===== src/rtl/mmio_pkg.sv =====
// Shared definitions for the MMIO interconnect: FSM encoding, error read data
// and the width of the region index carved out of the CPU address.
package mmio_pkg;

   typedef enum logic [1:0] {
      ST_IDLE   = 2'd0,
      ST_ACTIVE = 2'd1,
      ST_RESP   = 2'd2
   } mmio_state_e;

   localparam logic [31:0] DEFAULT_RDATA_C = 32'hffff_ffff;

   // Region index occupies addr[31:region_bits].
   function automatic int region_idx_width(input int region_bits);
      return 32 - region_bits;
   endfunction

endpackage


===== src/rtl/mmio_timer.sv =====
// Wait-state counter: synchronous clear, saturating increment and a
// terminal-count flag raised when the count reaches TIMEOUT-1.
module mmio_timer #(
   parameter int TIMEOUT = 15,
   localparam int W = $clog2(TIMEOUT + 1)
) (
   input  logic         clk,
   input  logic         rst_n,
   input  logic         clr,
   input  logic         inc,
   output logic [W-1:0] count,
   output logic         tc
);

   always_ff @(posedge clk) begin
      if (!rst_n || clr) begin
         count <= '0;
      end else if (inc && (count != W'(TIMEOUT))) begin
         count <= count + 1'b1;
      end
   end

   assign tc = (count == W'(TIMEOUT - 1));

endmodule


===== src/rtl/mmio_interconnect.sv =====
// Registered request/response interconnect from the CPU data port to
// N_SLAVES peripherals, with timeout, unmapped-region error and fault capture.
module mmio_interconnect
   import mmio_pkg::*;
#(
   parameter int          N_SLAVES      = 4,
   parameter int          REGION_BITS   = 10,
   parameter int          TIMEOUT       = 15,
   parameter logic [31:0] DEFAULT_RDATA = DEFAULT_RDATA_C
) (
   input  logic                     clk,
   input  logic                     rst_n,
   input  logic [3:0]               cpu_writeb,
   input  logic                     cpu_read,
   input  logic [31:0]              cpu_addr,
   input  logic [31:0]              cpu_wdata,
   output logic [31:0]              cpu_rdata,
   output logic                     cpu_ready,
   output logic                     cpu_err,
   output logic [4*N_SLAVES-1:0]    s_writeb,
   output logic [N_SLAVES-1:0]      s_read,
   output logic [REGION_BITS-3:0]   s_addr,
   output logic [31:0]              s_wdata,
   input  logic [32*N_SLAVES-1:0]   s_rdata,
   input  logic [N_SLAVES-1:0]      s_ready,
   output logic [31:0]              fault_addr,
   output logic                     fault_valid,
   output logic [7:0]               fault_count,
   input  logic                     fault_clr,
   output mmio_state_e              fsm_state
);

   localparam int IDX_W = region_idx_width(REGION_BITS);
   localparam int SEL_W = (N_SLAVES > 1) ? $clog2(N_SLAVES) : 1;
   localparam int TMR_W = $clog2(TIMEOUT + 1);

   mmio_state_e state_q, state_d;
   logic [SEL_W-1:0] sel_q;
   logic             err_q;

   logic             req, is_write, mapped;
   logic [IDX_W-1:0] req_idx;
   logic             sel_ready;
   logic [31:0]      sel_rdata;
   logic             timer_clr, timer_inc, timer_tc;
   logic [TMR_W-1:0] timer_cnt_unused;
   logic             fault_hit, rdata_load;
   logic             addr_lsb_unused;

   assign req      = cpu_read | (|cpu_writeb);
   assign is_write = |cpu_writeb;
   assign req_idx  = cpu_addr[31:REGION_BITS];
   assign mapped   = (req_idx < IDX_W'(N_SLAVES));

   assign sel_ready = s_ready[sel_q];
   assign sel_rdata = s_rdata[32*sel_q +: 32];

   assign addr_lsb_unused = ^cpu_addr[1:0];

   // Valid/ready contract: the CPU asserts a request (cpu_read or any
   // cpu_writeb bit) and holds address, data and enables stable until the
   // single-cycle cpu_ready pulse; slaves see a strobe for as long as the
   // transaction is ACTIVE and complete it by raising their own s_ready.

   // The timer only runs while waiting on a slave; any other state parks it at 0.
   assign timer_clr = (state_q != ST_ACTIVE);

   mmio_timer #(
      .TIMEOUT (TIMEOUT)
   ) u_timer (
      .clk   (clk),
      .rst_n (rst_n),
      .clr   (timer_clr),
      .inc   (timer_inc),
      .count (timer_cnt_unused),
      .tc    (timer_tc)
   );

   always_comb begin
      state_d    = state_q;
      timer_inc  = 1'b0;
      fault_hit  = 1'b0;
      rdata_load = 1'b0;
      unique case (state_q)
         ST_IDLE: begin
            if (req) begin
               if (mapped) begin
                  state_d = ST_ACTIVE;
               end else begin
                  state_d   = ST_RESP;
                  fault_hit = 1'b1;
               end
            end
         end
         ST_ACTIVE: begin
            if (sel_ready) begin
               state_d    = ST_RESP;
               rdata_load = 1'b1;
            end else if (timer_tc) begin
               state_d   = ST_RESP;
               fault_hit = 1'b1;
            end else begin
               timer_inc = 1'b1;
            end
         end
         ST_RESP: begin
            state_d = ST_IDLE;
         end
         default: begin
            state_d = ST_IDLE;
         end
      endcase
   end

   always_ff @(posedge clk) begin
      if (!rst_n) begin
         state_q     <= ST_IDLE;
         sel_q       <= '0;
         err_q       <= 1'b0;
         cpu_rdata   <= '0;
         fault_addr  <= '0;
         fault_valid <= 1'b0;
         fault_count <= '0;
      end else begin
         state_q <= state_d;
         if ((state_q == ST_IDLE) && req && mapped) begin
            sel_q <= req_idx[SEL_W-1:0];
         end
         if (fault_hit || rdata_load) begin
            err_q <= fault_hit;
         end
         if (rdata_load) begin
            cpu_rdata <= sel_rdata;
         end else if (fault_hit) begin
            cpu_rdata <= DEFAULT_RDATA;
         end
         // A new fault takes priority over a coincident clear.
         if (fault_hit) begin
            fault_addr  <= cpu_addr;
            fault_valid <= 1'b1;
            if (fault_clr) begin
               fault_count <= 8'd1;
            end else if (fault_count != 8'hff) begin
               fault_count <= fault_count + 8'd1;
            end
         end else if (fault_clr) begin
            fault_valid <= 1'b0;
            fault_count <= '0;
         end
      end
   end

   // Strobes go only to the latched slave and only while ACTIVE; write wins over read.
   always_comb begin
      s_read   = '0;
      s_writeb = '0;
      s_addr   = '0;
      s_wdata  = '0;
      if (state_q == ST_ACTIVE) begin
         s_addr  = cpu_addr[REGION_BITS-1:2];
         s_wdata = cpu_wdata;
         if (is_write) begin
            s_writeb[4*sel_q +: 4] = cpu_writeb;
         end else begin
            s_read[sel_q] = cpu_read;
         end
      end
   end

   assign cpu_ready = (state_q == ST_RESP);
   assign cpu_err   = cpu_ready & err_q;
   assign fsm_state = state_q;

endmodule

===== config.mk =====
export PLATFORM = sky130hd
export DESIGN_NAME = mmio_interconnect
export DESIGN_NICKNAME = d
export VERILOG_FILES = /design/src/rtl/mmio_pkg.sv /design/src/rtl/mmio_timer.sv /design/src/rtl/mmio_interconnect.sv
export SDC_FILE = /design/constraint.sdc
export NUM_CORES = 1
export LEC_CHECK = 0
export CAP_MARGIN = 10
export CORE_ASPECT_RATIO = 0.75
export CORE_MARGIN = 8
export CORE_UTILIZATION = 32
export DETAILED_ROUTE_END_ITERATION = 8
export PLACE_DENSITY = 0.78
export SLEW_MARGIN = 10
export SYNTH_ARGS = -nofsm -noshare
export SYNTH_HDL_FRONTEND = slang
export SYNTH_HIERARCHICAL = 1
export SYNTH_SLANG_ARGS = --single-unit

===== constraint.sdc =====
create_clock -name clk -period 1.81 [get_ports clk]
set_input_delay 0.181 -clock clk [delete_from_list [all_inputs] [get_ports clk]]
set_output_delay 0.181 -clock clk [all_outputs]
set_load 0.01 [all_outputs]

-- After elaboration in Yosys (flattened, before gate mapping)
Index checks and enable logic that the tools add are counted.
- add/sub/neg operators: 3
- $mul: 0
- divide/modulo/power cells: 0
- order comparisons: 3
- equal/unequal tests: 8
- shift operators: 3
- muxes and demuxes: 33
- bitwise gates (word level): 4
- reductions and logical operators: 14
- operators with widths (kind ; count):
    $shiftx 128x8->32 ; 1
    $mux 32 ; 3
    $mux 8 ; 5
    $neg 4->34 ; 1
    $shift 4x34->16 const A ; 1
    $shiftx 4x34->16 ; 1
    $mux 16 ; 2
    $lt 22x3->1 const B ; 1
    $and 16x16->16 ; 1
    $mux 1 ; 13
    $add 8x1->8 const B ; 1
    $mux 2 ; 4
    $mux 4 ; 2
    $ne 8x8->1 const B ; 1
    $reduce_bool 2->1 ; 3
    $add 4x1->4 const B ; 1
    $and 4x4->4 ; 1
    $eq 4x4->1 const B ; 1
    $logic_and 1x1->1 ; 4
    $ne 4x4->1 const B ; 1
    $pmux 2 s2 ; 1
    $reduce_and 2->1 ; 2
    $reduce_or 4->1 ; 1
    $lt 2x3->1 const B ; 1
    14 further kinds ; 15
- register bits: 82
- latch bits: 0
- RAM bits: 0
- memory bits (read-only): 0
- input bits: 204
- output and inout bits: 137
- logic and storage cells: 76
- memories kept: 0

-- Logic depth before layout (Yosys ltp)
- word-level depth: 7
- mapped depth: 9
- mapped depth without buffers: 8

-- Cells and area by module
Netlist, hierarchy kept.
- by module, submodules not included (module ; instances ; cells each ; area an instance (um2) ; sequential area each (um2)):
    mmio_interconnect ; 1 ; 506 ; 4531.8 ; 1561.5
    mmio_timer ; 1 ; 23 ; 211.5 ; 80.1

-- Least setup slack after synthesis
No wires, ideal clock.
- path type: register to output
- start: register sel_q[1]
- end: output s_writeb[10]
- arrival: 1.857 ns
- data required time: 1.629 ns
- setup slack: -0.228 ns
- cell stages (with the launch flop): 9
- buffers on the path: 2
- cell sequence: dfxtp_1 > buf_2 > buf_1 > inv_1 > ha_1 > nor2_1 > nand3_1 > nor3b_1 > and2_1
- longest elaborated chain between the ends: 5
- elaborated cells on any way between the ends: 6
- those cells by class: 1 x add/sub; 2 x shift; 2 x mux; 1 x bitwise
- RTL lines (item ; RTL line ; RTL):
    start: declaration ; mmio_interconnect.sv:38 ; logic [SEL_W-1:0] sel_q;
    start signal: assignment ; mmio_interconnect.sv:127 ; sel_q <= req_idx[SEL_W-1:0];
    $neg 4->34 * ; mmio_interconnect.sv:163 ; s_writeb[4*sel_q +: 4] = cpu_writeb;
    $shiftx 4x34->16 / $shift 4x34->16 (equally long branches) ; mmio_interconnect.sv:163 ;
    $and 16x16->16 (no line) * ; - ;
    $mux 16 * ; mmio_interconnect.sv:162 ; if (is_write) begin
    $mux 16 * ; mmio_interconnect.sv:159 ; if (state_q == ST_ACTIVE) begin
    end: declaration ; mmio_interconnect.sv:20 ; output logic [4*N_SLAVES-1:0] s_writeb,
Every way passes the cells marked *; elsewhere a longest branch is shown, timed or not.

-- Worst setup path after layout
- start: register sel_q[1]
- end: output s_writeb[11]
Same word-level chain as after synthesis.

==> summary.txt <==
Comb power frac: 0.270
H-tree levels: 3
Die X: 156.6 µm
Die ar.: 19,010 µm²
Net count, final: 1,154
CP top delay family: buffers and inverters
CP Max Fanout: 3
Vias in the first global route: 5,933
Fin crit share: 1.137
Worst setup margin: -248.0 ps
CP most frequent cell: buf_6
Final Skew: 5.267 ps
Detail Route Antenna Nets: 0
Min Tclk post-route: 2058 ps
CP max stage delay: 370 ps
WS Path Type: flop to output port
Avg Inst Size Synth: 8.967 µm²
Static leakage: 4.013 nW
PortBufs: 340
Initial antenna violation count: 0
Synth Net Count: 741
Worst-path cell chain: inv_4 > ha_4 > buf_6 > nand3_4 > nor3b_4 > buf_4 > buf_6 > and2_4 > buf_6
Async SR Flop Fraction: 0
Core Region: 14,500 µm²
CTS tree: yes
Drt via density: 4.924
Flop pwr share: 0.379
Commonest cells in the synthesized netlist: 82 x dfxtp_1, 79 x nand2_1, 63 x and2_1, 39 x a21oi_1, 38 x nor2_1
Overflow after GRT: 0
Fin. max-slew vios: 0
Max-slew headroom: 0.7503
Row cnt: 38
Total GRT Usage: 0.2345
Synth area leaders: dfxtp_1 35%, mux4_2 16%, and2_1 8.3%
Slowest-stage cell, CP: dfxtp_4
CTS sink cnt: 82
Die Height: 121.4 µm
Most common cell in the netlist: dfxtp_1
CP Buf/Inv Count: 5
Worst-path clk slew: 60 ps
Routability cong.: 0.8577
Root Driver: clkbuf_16
Cell variety after synth: 38
Pwr Density: 527.9 nW/µm²
I/O Pins: 341
Synth Register Bits: 82
Syn Inst Count: 529
Crit. End Element: output port
Hold crit path type: primary input to flop
Worst skew pair latency: 340 ps
Peak Freq: 0.4859 GHz
Final Hold Viols: 0
DRT Wirelength: 23,790 µm
Diodes inserted: 0
Seq/Total Area, Yosys: 0.3461
R2R setup slack: -210 ps
Post-synth top flop: dfxtp_1
Status: finished with violations
Tightest Pin Transition: 374.5 ps
Setup Viol. Count Final: 86
Critical Path AT: 1880 ps
Worst path required time: 1630 ps
Largest net degree at the start of global routing: 73
Net load switching power: 1.363 mW
Cell taking the most area after synthesis: dfxtp_1
Num CTS Buffers: 9
Dpl cell area: 8757 µm²
Hold Worst Slack: 276.1 ps
Final HPWL from detailed placement: 16,570 µm
Share of layout cells above drive strength 1: 0.3414
Initial Utilization: 0.3271
Clk network pwr share: 0.350
MaxCap Viol Count: 0
Mapped cell area: 4743 µm²
Design area: 10,090 µm²
Post-Place Cells: 1,086
TritonRoute pass-1 iters: 4
Syn-to-layout area delta: 112.6%
Avg WL per Cell: 20.76 µm
First-pass GRT wire length: 34,310 µm
Share of the synthesized area in the top cell type: 0.3461
DR iter-0 viols: 226
Max IR drop VDD: 0.4008 mV
DR vias: 5,643
Clock Path Buffers: 2
Pint: 3.962 mW
Failing checks: setup timing
Number of flops mapped to enable cells by yosys: 0
Unrepaired setup endpoints after global routing: true
Startpoint Class: flop
Residual DRC: 0
Final Util: 0.6955
Synth warnings: 6
Switching Fraction: 0.2559
Post-Layout Cell Count: 1,146
## per-layer routing
layer | vias up | global-route usage | wire length, µm
met3 | 27 | 0.08541 | 2106
met2 | 224 | 0.4185 | 12210
met1 | 2700 | 0.2663 | 9148
li1 | 2692 | - | -
met5 | - | 0 | 0
met4 | 0 | 0.04311 | 324
## metrics by stage
stage | setup slack, ps | setup TNS, ps | power (mW)
after floorplan | -4.503 | -89.76 | 2.409
after global placement | -368.1 | -27700 | 3.255
after detailed placement | -400.2 | -29790 | 3.273
after CTS | -258.7 | -15760 | 5.355
after global routing | -325.3 | -17360 | 5.534
final | -248.0 | -11260 | 5.325
## state kept, by name, indices dropped and copies added, names as in the netlist
register and flops:
cpu_rdata 32, fault_count 8, sel_q 2, fault_valid 1, fault_addr 32, err_q 1
u_timer/count 4, fsm_state 2
## worst paths after layout
kind,startpoint,to,cells past startpoint
setup / recovery,sel_q[1]$_SDFFE_PN0P_,s_writeb[11],9
hold / removal,cpu_addr[20],fault_addr[20]$_SDFFE_PN0P_,3
setup reg to reg,sel_q[0]$_SDFFE_PN0P_,u_timer/count[3]$_SDFFE_PP0P_,8
hold reg to reg,fault_addr[11]$_SDFFE_PN0P_,fault_addr[11]$_SDFFE_PN0P_,2
## power by group through the flow
stage / Clock (mW) / Sequential (mW) / Combinational [mW]
finish: 1.87 / 2.02 / 1.44
global route: 1.97 / 2.03 / 1.53
global placement: 0 / 2.03 / 1.22
CTS: 1.91 / 2.01 / 1.44
detailed placement: 0 / 2.04 / 1.24
floorplan: 0 / 2.10 / 0.313
## logic make-up (layout without fill, tap and decap cells)
family          after synthesis  in the layout  synth area share
mux                          70             70            0.2348
buf+inv                      47            464           0.04300
compound gates               93             93            0.1113
fa+ha+maj                     8              8           0.02110
flops                        82             82            0.3461
simple gates                229            229            0.2437
## cell usage in the layout (no fill, tap or decap), types with 4 or more instances in the layout
master             n
buf_16            10
and2_4            13
o211ai_1           5
nand2_1           75
buf_4             56
nor2_2            11
nor2_4            24
dfxtp_1           78
nand2b_1           6
and2_1            50
nor2_1             4
a21oi_2           30
nor2b_1            5
dlygate4sd2_1      6
inv_1              5
clkbuf_16         10
o21ai_0           34
buf_2             27
mux2i_1           36
buf_6             27
clkdlybuf4s50_1  272
ha_1               4
nand3_1            5
clkbuf_2          22
a21oi_1            9
buf_12            12
mux4_2            33
nor4_2             4
## worst register-to-register path: cells and delay by family (launching register included)
kind / cells / cell delay [ps]
multiplexers: 1 / 550
AND/OR/NAND/NOR: 3 / 520
buffers and inverters: 3 / 400
flip-flops: 1 / 360
AO/OA/AOI/OAI: 1 / 70
## final cells by class
class                      instances  area (µm²)
sequential                        82        1652
fill                            1127        4415
multi-input combinational        400        3457
timing repair buffer             440        4393
clock buffer                      11       242.7
tap                              200       250.2
clock inverter                     4       52.55
inverter                           9       38.79
## repair_timing
item,CTS,global route
gates cloned,13,1
hold buffers,0,0
buffers inserted,28,14
resized for setup,262,164
pin swaps,30,30
setup endpoints to repair,141,122
No activity file was read; power rests on OpenSTA's default activity.
